<file path="config.mk">
export PLATFORM = sky130hd
export DESIGN_NAME = mips_multicycle_flat
export DESIGN_NICKNAME = d
export VERILOG_FILES = /design/src/rtl/mips_multicycle_if.sv /design/src/rtl/mips_multicycle.sv /design/src/flat_wrapper.sv
export SDC_FILE = /design/constraint.sdc
export NUM_CORES = 2
export LEC_CHECK = 0
export BUFFER_PORTS_ARGS = -buffer_cell sky130_fd_sc_hd__buf_4
export CAP_MARGIN = 15
export CORE_MARGIN = 2
export CORE_UTILIZATION = 30
export DETAILED_ROUTE_END_ITERATION = 10
export GPL_TIMING_DRIVEN = 0
export PLACE_DENSITY = 0.55
export RECOVER_POWER = 50
export SLEW_MARGIN = 20
export SYNTH_ARGS = -nofsm -noshare
export SYNTH_HDL_FRONTEND = slang
export SYNTH_SLANG_ARGS = --single-unit
</file>
<file path="constraint.sdc">
create_clock -name i_clk -period 5.9 [get_ports i_clk]
set_input_delay 1.18 -clock i_clk [delete_from_list [all_inputs] [get_ports i_clk]]
set_output_delay 1.18 -clock i_clk [all_outputs]
set_load 0.01 [all_outputs]
</file>
<file path="src/rtl/mips_multicycle_if.sv">
// Shared instruction/data memory port of the multicycle MIPS core.
// The core drives the request side; memory answers with readdata/memready.
interface mips_multicycle_if;
    logic [31:0] adr;
    logic        memread;
    logic        memwrite;
    logic [31:0] writedata;
    logic [31:0] readdata;
    logic        memready;

    modport master (output adr, memread, memwrite, writedata, input readdata, memready);
    modport slave  (input adr, memread, memwrite, writedata, output readdata, memready);
endinterface

</file>
<file path="src/rtl/mips_multicycle.sv">
// Multicycle MIPS core: one ALU and one memory port, sequenced by the main FSM.
// Supports add/sub/and/or/slt, lw, sw, beq, addi, j; anything else pulses o_illegal.
module mips_multicycle #(
    parameter logic [31:0] RESET_PC = 32'h0000_0000,
    parameter int          NREGS    = 32
) (
    input  logic                     i_clk,
    input  logic                     i_reset,
    mips_multicycle_if.master        bus,
    output logic [31:0]              o_pc,
    output logic                     o_illegal
);
    localparam int RW = $clog2(NREGS);

    typedef enum logic [3:0] {
        S_FETCH, S_DECODE, S_MEMADR, S_MEMRD, S_MEMWB, S_MEMWR,
        S_EXEC, S_ALUWB, S_BRANCH, S_ADDIEX, S_ADDIWB, S_JUMP
    } state_t;

    typedef enum logic [2:0] {ALU_ADD, ALU_SUB, ALU_AND, ALU_OR, ALU_SLT} alu_t;

    state_t        r_state, w_next;
    logic [31:0]   r_pc, r_ir, r_a, r_b, r_aluout, r_mdr;
    logic [31:0]   r_regs [NREGS];
    logic          r_illegal;
    logic          w_illegal;
    logic [5:0]    w_op, w_funct;
    logic [RW-1:0] w_rs, w_rt, w_rd;
    logic [31:0]   w_imm, w_rs_val, w_rt_val;
    logic          w_funct_ok;
    alu_t          w_funct_ctl, w_alu_ctl;
    logic [31:0]   w_alu_a, w_alu_b, w_alu_y;
    logic          w_rf_we;
    logic [RW-1:0] w_rf_wa;
    logic [31:0]   w_rf_wd;

    assign w_op      = r_ir[31:26];
    assign w_funct   = r_ir[5:0];
    assign w_rs      = r_ir[21 +: RW];
    assign w_rt      = r_ir[16 +: RW];
    assign w_rd      = r_ir[11 +: RW];
    assign w_imm     = {{16{r_ir[15]}}, r_ir[15:0]};
    assign w_rs_val  = (w_rs == {RW{1'b0}}) ? 32'd0 : r_regs[w_rs];
    assign w_rt_val  = (w_rt == {RW{1'b0}}) ? 32'd0 : r_regs[w_rt];
    assign o_pc      = r_pc;
    assign o_illegal = r_illegal;
    assign bus.writedata = r_b;

    // R-type funct decode
    always_comb begin
        w_funct_ok  = 1'b1;
        w_funct_ctl = ALU_ADD;
        case (w_funct)
            6'h20:   w_funct_ctl = ALU_ADD;
            6'h22:   w_funct_ctl = ALU_SUB;
            6'h24:   w_funct_ctl = ALU_AND;
            6'h25:   w_funct_ctl = ALU_OR;
            6'h2A:   w_funct_ctl = ALU_SLT;
            default: w_funct_ok  = 1'b0;
        endcase
    end

    // ALU operand routing: PC increment in FETCH, branch target in DECODE, A/B otherwise
    always_comb begin
        w_alu_a   = r_pc;
        w_alu_b   = 32'd4;
        w_alu_ctl = ALU_ADD;
        case (r_state)
            S_DECODE:           w_alu_b = {w_imm[29:0], 2'b00};
            S_MEMADR, S_ADDIEX: begin w_alu_a = r_a; w_alu_b = w_imm; end
            S_EXEC:             begin w_alu_a = r_a; w_alu_b = r_b; w_alu_ctl = w_funct_ctl; end
            S_BRANCH:           begin w_alu_a = r_a; w_alu_b = r_b; w_alu_ctl = ALU_SUB; end
            default:            w_alu_ctl = ALU_ADD;
        endcase
    end

    // Shared ALU
    always_comb begin
        case (w_alu_ctl)
            ALU_ADD: w_alu_y = w_alu_a + w_alu_b;
            ALU_SUB: w_alu_y = w_alu_a - w_alu_b;
            ALU_AND: w_alu_y = w_alu_a & w_alu_b;
            ALU_OR:  w_alu_y = w_alu_a | w_alu_b;
            ALU_SLT: w_alu_y = {31'd0, $signed(w_alu_a) < $signed(w_alu_b)};
            default: w_alu_y = w_alu_a + w_alu_b;
        endcase
    end

    // State register
    always_ff @(posedge i_clk) begin
        if (i_reset) begin
            r_state <= S_FETCH;
        end else begin
            r_state <= w_next;
        end
    end

    // Next state, memory request and register writeback selection
    always_comb begin
        w_next        = r_state;
        w_illegal     = 1'b0;
        bus.memread   = 1'b0;
        bus.memwrite  = 1'b0;
        bus.adr       = r_aluout;
        w_rf_we       = 1'b0;
        w_rf_wa       = w_rt;
        w_rf_wd       = r_aluout;
        case (r_state)
            S_FETCH: begin
                bus.memread = 1'b1;
                bus.adr     = r_pc;
                if (bus.memready) begin
                    w_next = S_DECODE;
                end else begin
                    w_next = S_FETCH;
                end
            end
            S_DECODE: begin
                case (w_op)
                    6'h00: begin
                        if (w_funct_ok) begin
                            w_next = S_EXEC;
                        end else begin
                            w_next    = S_FETCH;
                            w_illegal = 1'b1;
                        end
                    end
                    6'h23, 6'h2B: w_next = S_MEMADR;
                    6'h04:        w_next = S_BRANCH;
                    6'h08:        w_next = S_ADDIEX;
                    6'h02:        w_next = S_JUMP;
                    default: begin
                        w_next    = S_FETCH;
                        w_illegal = 1'b1;
                    end
                endcase
            end
            S_MEMADR: w_next = (w_op == 6'h23) ? S_MEMRD : S_MEMWR;
            S_MEMRD: begin
                bus.memread = 1'b1;
                w_next      = bus.memready ? S_MEMWB : S_MEMRD;
            end
            S_MEMWB: begin
                w_rf_we = 1'b1;
                w_rf_wd = r_mdr;
                w_next  = S_FETCH;
            end
            S_MEMWR: begin
                // A store still pending when reset arrives must not reach memory
                bus.memwrite = ~i_reset;
                w_next       = bus.memready ? S_FETCH : S_MEMWR;
            end
            S_EXEC:   w_next = S_ALUWB;
            S_ALUWB: begin
                w_rf_we = 1'b1;
                w_rf_wa = w_rd;
                w_next  = S_FETCH;
            end
            S_BRANCH: w_next = S_FETCH;
            S_ADDIEX: w_next = S_ADDIWB;
            S_ADDIWB: begin
                w_rf_we = 1'b1;
                w_next  = S_FETCH;
            end
            S_JUMP:   w_next = S_FETCH;
            default:  w_next = S_FETCH;
        endcase
    end

    // Datapath registers and register file
    always_ff @(posedge i_clk) begin
        if (i_reset) begin
            r_pc      <= RESET_PC;
            r_ir      <= 32'd0;
            r_a       <= 32'd0;
            r_b       <= 32'd0;
            r_aluout  <= 32'd0;
            r_mdr     <= 32'd0;
            r_illegal <= 1'b0;
            for (int i = 0; i < NREGS; i++) begin
                r_regs[i] <= 32'd0;
            end
        end else begin
            r_illegal <= w_illegal;
            case (r_state)
                S_FETCH: begin
                    if (bus.memready) begin
                        r_ir <= bus.readdata;
                        r_pc <= w_alu_y;
                    end
                end
                S_DECODE: begin
                    r_a      <= w_rs_val;
                    r_b      <= w_rt_val;
                    r_aluout <= w_alu_y;
                end
                S_MEMADR, S_EXEC, S_ADDIEX: r_aluout <= w_alu_y;
                S_MEMRD: begin
                    if (bus.memready) begin
                        r_mdr <= bus.readdata;
                    end
                end
                S_BRANCH: begin
                    if (w_alu_y == 32'd0) begin
                        r_pc <= r_aluout;
                    end
                end
                S_JUMP:  r_pc <= {r_pc[31:28], r_ir[25:0], 2'b00};
                default: r_pc <= r_pc;
            endcase
            if (w_rf_we && (w_rf_wa != {RW{1'b0}})) begin
                r_regs[w_rf_wa] <= w_rf_wd;
            end
        end
    end
endmodule

</file>
<file path="src/flat_wrapper.sv">
// flat-port wrapper written by rule: the top's interface ports become plain ports
module mips_multicycle_flat 
#(
    parameter logic [31:0] RESET_PC = 32'h0000_0000,
    parameter int          NREGS    = 32
)
  (i_clk, i_reset, o_pc, o_illegal, bus_adr, bus_memread, bus_memwrite, bus_writedata, bus_readdata, bus_memready);
  mips_multicycle_if bus_i ();
  input  logic i_clk;
  input  logic i_reset;
  output logic [31:0] o_pc;
  output logic o_illegal;
  output wire logic [$bits(bus_i.adr)-1:0] bus_adr;
  output wire logic [$bits(bus_i.memread)-1:0] bus_memread;
  output wire logic [$bits(bus_i.memwrite)-1:0] bus_memwrite;
  output wire logic [$bits(bus_i.writedata)-1:0] bus_writedata;
  input wire logic [$bits(bus_i.readdata)-1:0] bus_readdata;
  input wire logic [$bits(bus_i.memready)-1:0] bus_memready;
  assign bus_adr = bus_i.adr;
  assign bus_memread = bus_i.memread;
  assign bus_memwrite = bus_i.memwrite;
  assign bus_writedata = bus_i.writedata;
  assign bus_i.readdata = bus_readdata;
  assign bus_i.memready = bus_memready;
  mips_multicycle #(.RESET_PC(RESET_PC), .NREGS(NREGS)) u_core (.i_clk(i_clk), .i_reset(i_reset), .bus(bus_i), .o_pc(o_pc), .o_illegal(o_illegal));
endmodule
</file>
* Word level (Yosys, flattened, before mapping) *
Memories as Yosys holds them, arrays and structs flattened. A register that Yosys moved wholly into a read port is not among the register bits.
Cells that the tools add are included.

storage, ports and cells
  memories = 1
  flip-flop bits (word level) = 197
  bits in writable memories = 1024
  memory bits (read-only) = 0
  output and inout bits = 99
  bits in latches = 0

memory list
  name           depth  width  rd ports  clocked after memory_dff  write ports  line                   RTL
  u_core.r_regs  32     32     2         2                         32           mips_multicycle.sv:24  logic [31:0] r_regs [NREGS];

operators by class
  shifts and indexed selects = 0
  eq/ne operators = 27
  bitwise logic cells = 5
  order comparisons = 1
  reductions and logical operators = 24
  divide/modulo/power cells = 0
  add/sub/neg operators = 2
  mux-type cells = 38
  $mul = 0

operators with widths
  cell                  number
  $mux W32              8
  $pmux W32 S3          2
  $pmux W32 S4          1
  $eq A6 B6 Y1 const B  7
  $add A32 B32 Y32      1
  $and A32 B32 Y32      1
  $logic_not A32 Y1     1
  $lt A32 B32 Y1        1
  $or A32 B32 Y32       1
  $reduce_or A32 Y1     1
  $sub A32 B32 Y32      1
  $mux W5               6
  $pmux W4 S7           1
  $pmux W4 S5           1
  $eq A4 B3 Y1 const B  4
  $eq A4 B4 Y1 const B  4
  $mux W1               12
  $mux W3               4
  $pmux W3 S4           1
  $logic_not A5 Y1      2
  $reduce_or A2 Y1      5
  $reduce_or A5 Y1      2
  $eq A4 B2 Y1 const B  2
  $reduce_or A4 Y1      2
  other kinds (22)      26

* Longest topological paths before layout *
  depth in word-level cells = 9
  gate-level depth with buffers = 27
  gate-level depth less buffers = 22

* Least setup slack after synthesis *
No wires, ideal clock.

  path kind = register -> register
  from = register u_core.r_state[2]
  to = register u_core.r_pc[0], in the netlist u_core.o_pc[0]
  arrival = 5.982 ns
  slack = -0.221 ns
  stages on the path, launching flop included = 28
  required time = 5.761 ns
  path through = dfxtp_1 > buf_4 > nand2b_4 > or3_1 > clkbuf_2 > o21ai_1 > or2_2 > clkbuf_1 > clkbuf_1 > mux2_2 > inv_1 > ha_1 > inv_1 > fa_1 > nor2b_1 > o2111ai_1 > a21oi_1 > o2111ai_1 > nand2_1 > a221o_1 > a21oi_1 > nand4b_1 > or4_1 > nor4_4 > or2_1 > buf_4 > buf_6 > a22oi_1

on the way
  cells in the longest elaborated chain, start to end = 8
  elaborated cells between the ends (all ways) = 30
  those cells by class = add/sub: 2; order compare: 1; eq/ne: 12; mux: 6; bitwise: 2; reduce/logical: 7

RTL lines
  element                                             line                                          RTL
  from (decl)                                         mips_multicycle.sv:22                         state_t r_state, w_next;
  from (signal assigned)                              mips_multicycle.sv:94                         r_state <= w_next;
  $eq A4 B3 Y1 (tied with other cells)                mips_multicycle.sv:68                         case (r_state)
  $reduce_or A2 Y1 (no line) (tied with other cells)  -
  $pmux W32 S3 / $mux W32 (equally long branches)     mips_multicycle.sv:68
  $add A32 B32 Y32 (tied with other cells)            mips_multicycle.sv:80, mips_multicycle.sv:85
  $pmux W32 S4                                        mips_multicycle.sv:79                         case (w_alu_ctl)
  $logic_not A32 Y1                                   mips_multicycle.sv:204                        if (w_alu_y == 32'd0) begin
  $ne A2 B1 Y1 (no line)                              -
  $reduce_and A3 Y1 (no line)                         -
  to (signal assigned)                                mips_multicycle.sv:205                        r_pc <= r_aluout;
  to (signal assigned)                                mips_multicycle.sv:208                        S_JUMP: r_pc <= {r_pc[31:28], r_ir[25:0], 2'b00};
  to (signal assigned)                                mips_multicycle.sv:209                        default: r_pc <= r_pc;
  to (decl)                                           mips_multicycle.sv:23                         logic [31:0] r_pc, r_ir, r_a, r_b, r_aluout, r_mdr;

Parallel ways exist; a longest one is shown, timed or not. The select of a mux whose other input is x is not followed.
A chain may end at the register's enable or synchronous reset.

* Final worst setup path *
  from = register u_core.r_state[2]
  to = register u_core.r_pc[25], in the netlist u_core.o_pc[25]

Same word-level chain as after synthesis.

==> metrics.cfg <==
[worst_setup_path]
end_kind=register
crit_end=u_core.o_pc[25]
worstReg2RegStart=u_core.r_state[2]
r2r_cells=26
crit_fanout=5
crit_path_start=u_core.r_state[2]
arrival_ns=6.56
r2r_setup_slack_ns=-0.008
critPathLaunchType=register
path_class=register to register
worstReg2RegEnd=u_core.o_pc[25]
worst-endpoint-required_ns=6.55

[synth]
ys_warn_count=0
synth_top_family_by_area=multiplexers
synth_area_leader_cell=edfxtp_1
ys_seq_elements=1231
yosys-top-cells-count=nor2_1 (1264), edfxtp_1 (1024), mux4_2 (640)
ys.flop_type=edfxtp_1
synth-edff-count=1024
synthCells=5224
synth_top_area_share_pct=46.3
synthMuxAreaShare_pct=23.9
synthAdderAreaFrac_pct=1.87
synth.most_common_cell=nor2_1
syn_area_per_cell_um2=12.7
synthDistinctLibCells=92
yosys.area_share.simple_pct=11.6
async_flop_share_pct=0
netlist_area_mm2=0.0664
synth-seq-area-share_pct=52.5
synth_compound_area_share_pct=6.29
synthTopCellsByArea=edfxtp_1 (46%), mux4_2 (22%), nor2_1 (7.1%)
synth-xor-area-share_pct=0.185

[cells_and_area]
drive_gt1_share_pct=23.5
area_delta_synth_final_pct=17.9
fillCellCount=21500
finalNetCount=5779
fin_area_mm2=0.0783
post-route-util_pct=35.6

[status]
violations=capacitance limit, slew limit, setup timing
outcome=finished, violations left

[clock_tree]
cts_tree=built
cts_root_buffer=clkbuf_16
path_clk_slew_ns=0.06
cts_buffers=134
ctsHtreeMaxLevel=4
clk_latency_ns=0.78
clock_path_buffers=3
cts_sinks=1231
ctsHoldBuffers=0

[route]
top_layer=met5
ant_nets=0
drc=0
met1_length_um=102000
first_pass_iters=6
post_drt_wl_per_cell_um=29.1
met3_wirelength_um=25400
wl_met2_um=117000
vias=49100
via_per_inst=5.64
wl_um=253000
drt_iter0_markers=6423

[power]
p_per_area_mw_per_mm2=304
leakage_nw=25.4
ir_worst_vdd_mv=0.312

[floorplanning]
ios=134
num_rows=172
fp.dieH_um=474
start_util_pct=30.2
coreArea_mm2=0.220
die_area_mm2=0.225
die_width_um=474

[placement]
gp_congestion=0.981
post_dp_cell_area_mm2=0.0722
io_buffers=132
place_hpwl_um=199000

[global_routing]
grt_util_all_layers_pct=22.0
grt_pass1_vias=48000
grt_pass1_wl_um=354000
overflow=0
grt_max_degree=33
antenna_found_initial=8

[worst_hold_path]
hp-class=register to register
min-delay-start=u_core.r_mdr[26]
hold_depth=2

[timing]
slew_headroom_pct=-0.194
setup_viol=1
fin_ws_ns=-0.00842
rsz0062_at_grt=true
fin_crit_ns=5.91
max_freq_ghz=0.169
report.final.slew_viol_count=22
hold_viol=0
fin_crit_sh_pct=100
fin_skew_ns=0.0296
worst_pin_slew_ns=1.50

[flow_run]
max_cap_viol_count=1

[cell type report]
type / count / area [µm²] / area share, %
Antenna cell: 2 / 5.00 / 0.00639
Buffer: 485 / 2120 / 2.71
Clock buffer: 185 / 3750 / 4.79
Clock inverter: 52 / 439 / 0.561
Inverter: 104 / 397 / 0.507
Multi-Input combinational cell: 3422 / 30600 / 39.1
Sequential cell: 1231 / 34900 / 44.6
Tap cell: 2958 / 3700 / 4.73
Timing Repair Buffer: 268 / 2400 / 3.06
[kinds of logic after synthesis]
group	after synthesis
AND/OR/NAND/NOR	1862
flip-flops	1231
multiplexers	782
AO/OA/AOI/OAI	634
buffers and inverters	602
adder cells (fa/ha/maj)	98
XOR/XNOR	14
other	1
[routing by layer]
layer,global-route usage (%),vias to the layer above
li1,-,20500
met1,29.9,25400
met2,35.1,2854
met3,4.12,456
met4,7.61,4
met5,0,-
[placed cells by master, fill, tap and decap left out, types with 13 or more instances in the layout]
cell type,instances
a211oi_1,36
a21o_1,15
a21oi_1,240
a221o_1,14
a221oi_1,18
a22oi_1,16
a22oi_2,15
buf_1,54
buf_12,21
buf_16,18
buf_2,29
buf_4,160
clkbuf_1,456
clkbuf_16,146
clkbuf_2,24
clkinv_1,19
clkinv_2,14
conb_1,32
dfxtp_1,203
edfxtp_1,1024
ha_1,82
inv_1,99
mux2_2,27
mux2i_1,108
mux4_2,640
nand2_1,330
nand2b_1,42
nand2b_2,32
nand3_1,20
nor2_1,1257
nor2b_1,14
nor3_1,32
nor3b_1,13
o211ai_1,21
o21ai_0,50
o21bai_1,13
o221ai_1,14
xnor2_1,13
[worst max-delay path, cell delays in order (launching register included)]
cell and delay [ns]:
dfxtp_4 0.35, nand2b_4 0.14, or3_4 0.39, o21ai_4 0.10, or2_4 0.20, buf_12 0.14, clkbuf_16 0.17, mux2_4 0.34
ha_4 0.21, inv_1 0.08, fa_1 0.24, nor2b_2 0.07, o31ai_2 0.45, and3_1 0.32, or2_2 0.17, nand2_1 0.09
a221o_1 0.34, a21oi_2 0.31, nand3_1 0.17, or4_4 0.52, nor4_4 0.16, buf_6 0.16, or2_1 0.12, buf_6 0.15
buf_12 0.12, buf_12 0.13, a32oi_1 0.10
[per-stage QoR]
stage | hold slack, ns | power [W] | instances | setup slack [ns] | TNS [ns]
2_1_floorplan | 0.436 | 0.0130 | 5255 | 0.0310 | 0
3_3_place_gp | 0.443 | 0.0149 | 8345 | -2.48 | -368.78
3_5_place_dp | 0.448 | 0.0150 | 8380 | -2.37 | -80.17
4_1_cts | 0.456 | 0.0236 | 8679 | -0.0956 | -1.03
5_1_grt | 0.473 | 0.0245 | 8707 | -0.0725 | -0.403
6_report | 0.454 | 0.0238 | 8707 | -0.00842 | -0.00842
[power by group]
group / switching, W / leakage, nW / total (W) / internal [W]
logic: 0.00333 / 11.1 / 0.00541 / 0.00209
registers: 0.000387 / 12.2 / 0.0101 / 0.00975
clock network: 0.00360 / 2.04 / 0.00827 / 0.00467
total: 0.00731 / 25.4 / 0.0238 / 0.0165
[repair_timing]
item,in CTS,in global routing
gates resized for setup,215,109
setup buffers,66,32
pin swaps,54,63
setup endpoints to repair,48,32
cloned,4,0
hold endpoints to repair,0,0
[worst min-delay path by stage]
stage	slack (ns)	to
floorplan	0.44	u_core.r_mdr[0]
global placement	0.44	u_core.r_mdr[17]
detailed placement	0.45	u_core.r_mdr[17]
CTS	0.46	u_core.r_mdr[29]
global route	0.47	u_core.r_mdr[11]
finish	0.45	u_core.r_mdr[26]
[flip-flops by register name, summed over array words and instances, names as in the netlist, named ones only]
register,count
u_core.r_a,32
u_core.r_mdr,32
u_core.bus.writedata,32
u_core.r_aluout,32
u_core.r_state,4
u_core.r_ir,32
u_core.o_pc,32
u_core.r_regs,1024
u_core.o_illegal,1
Note: power is estimated with default switching activity, not from simulation.
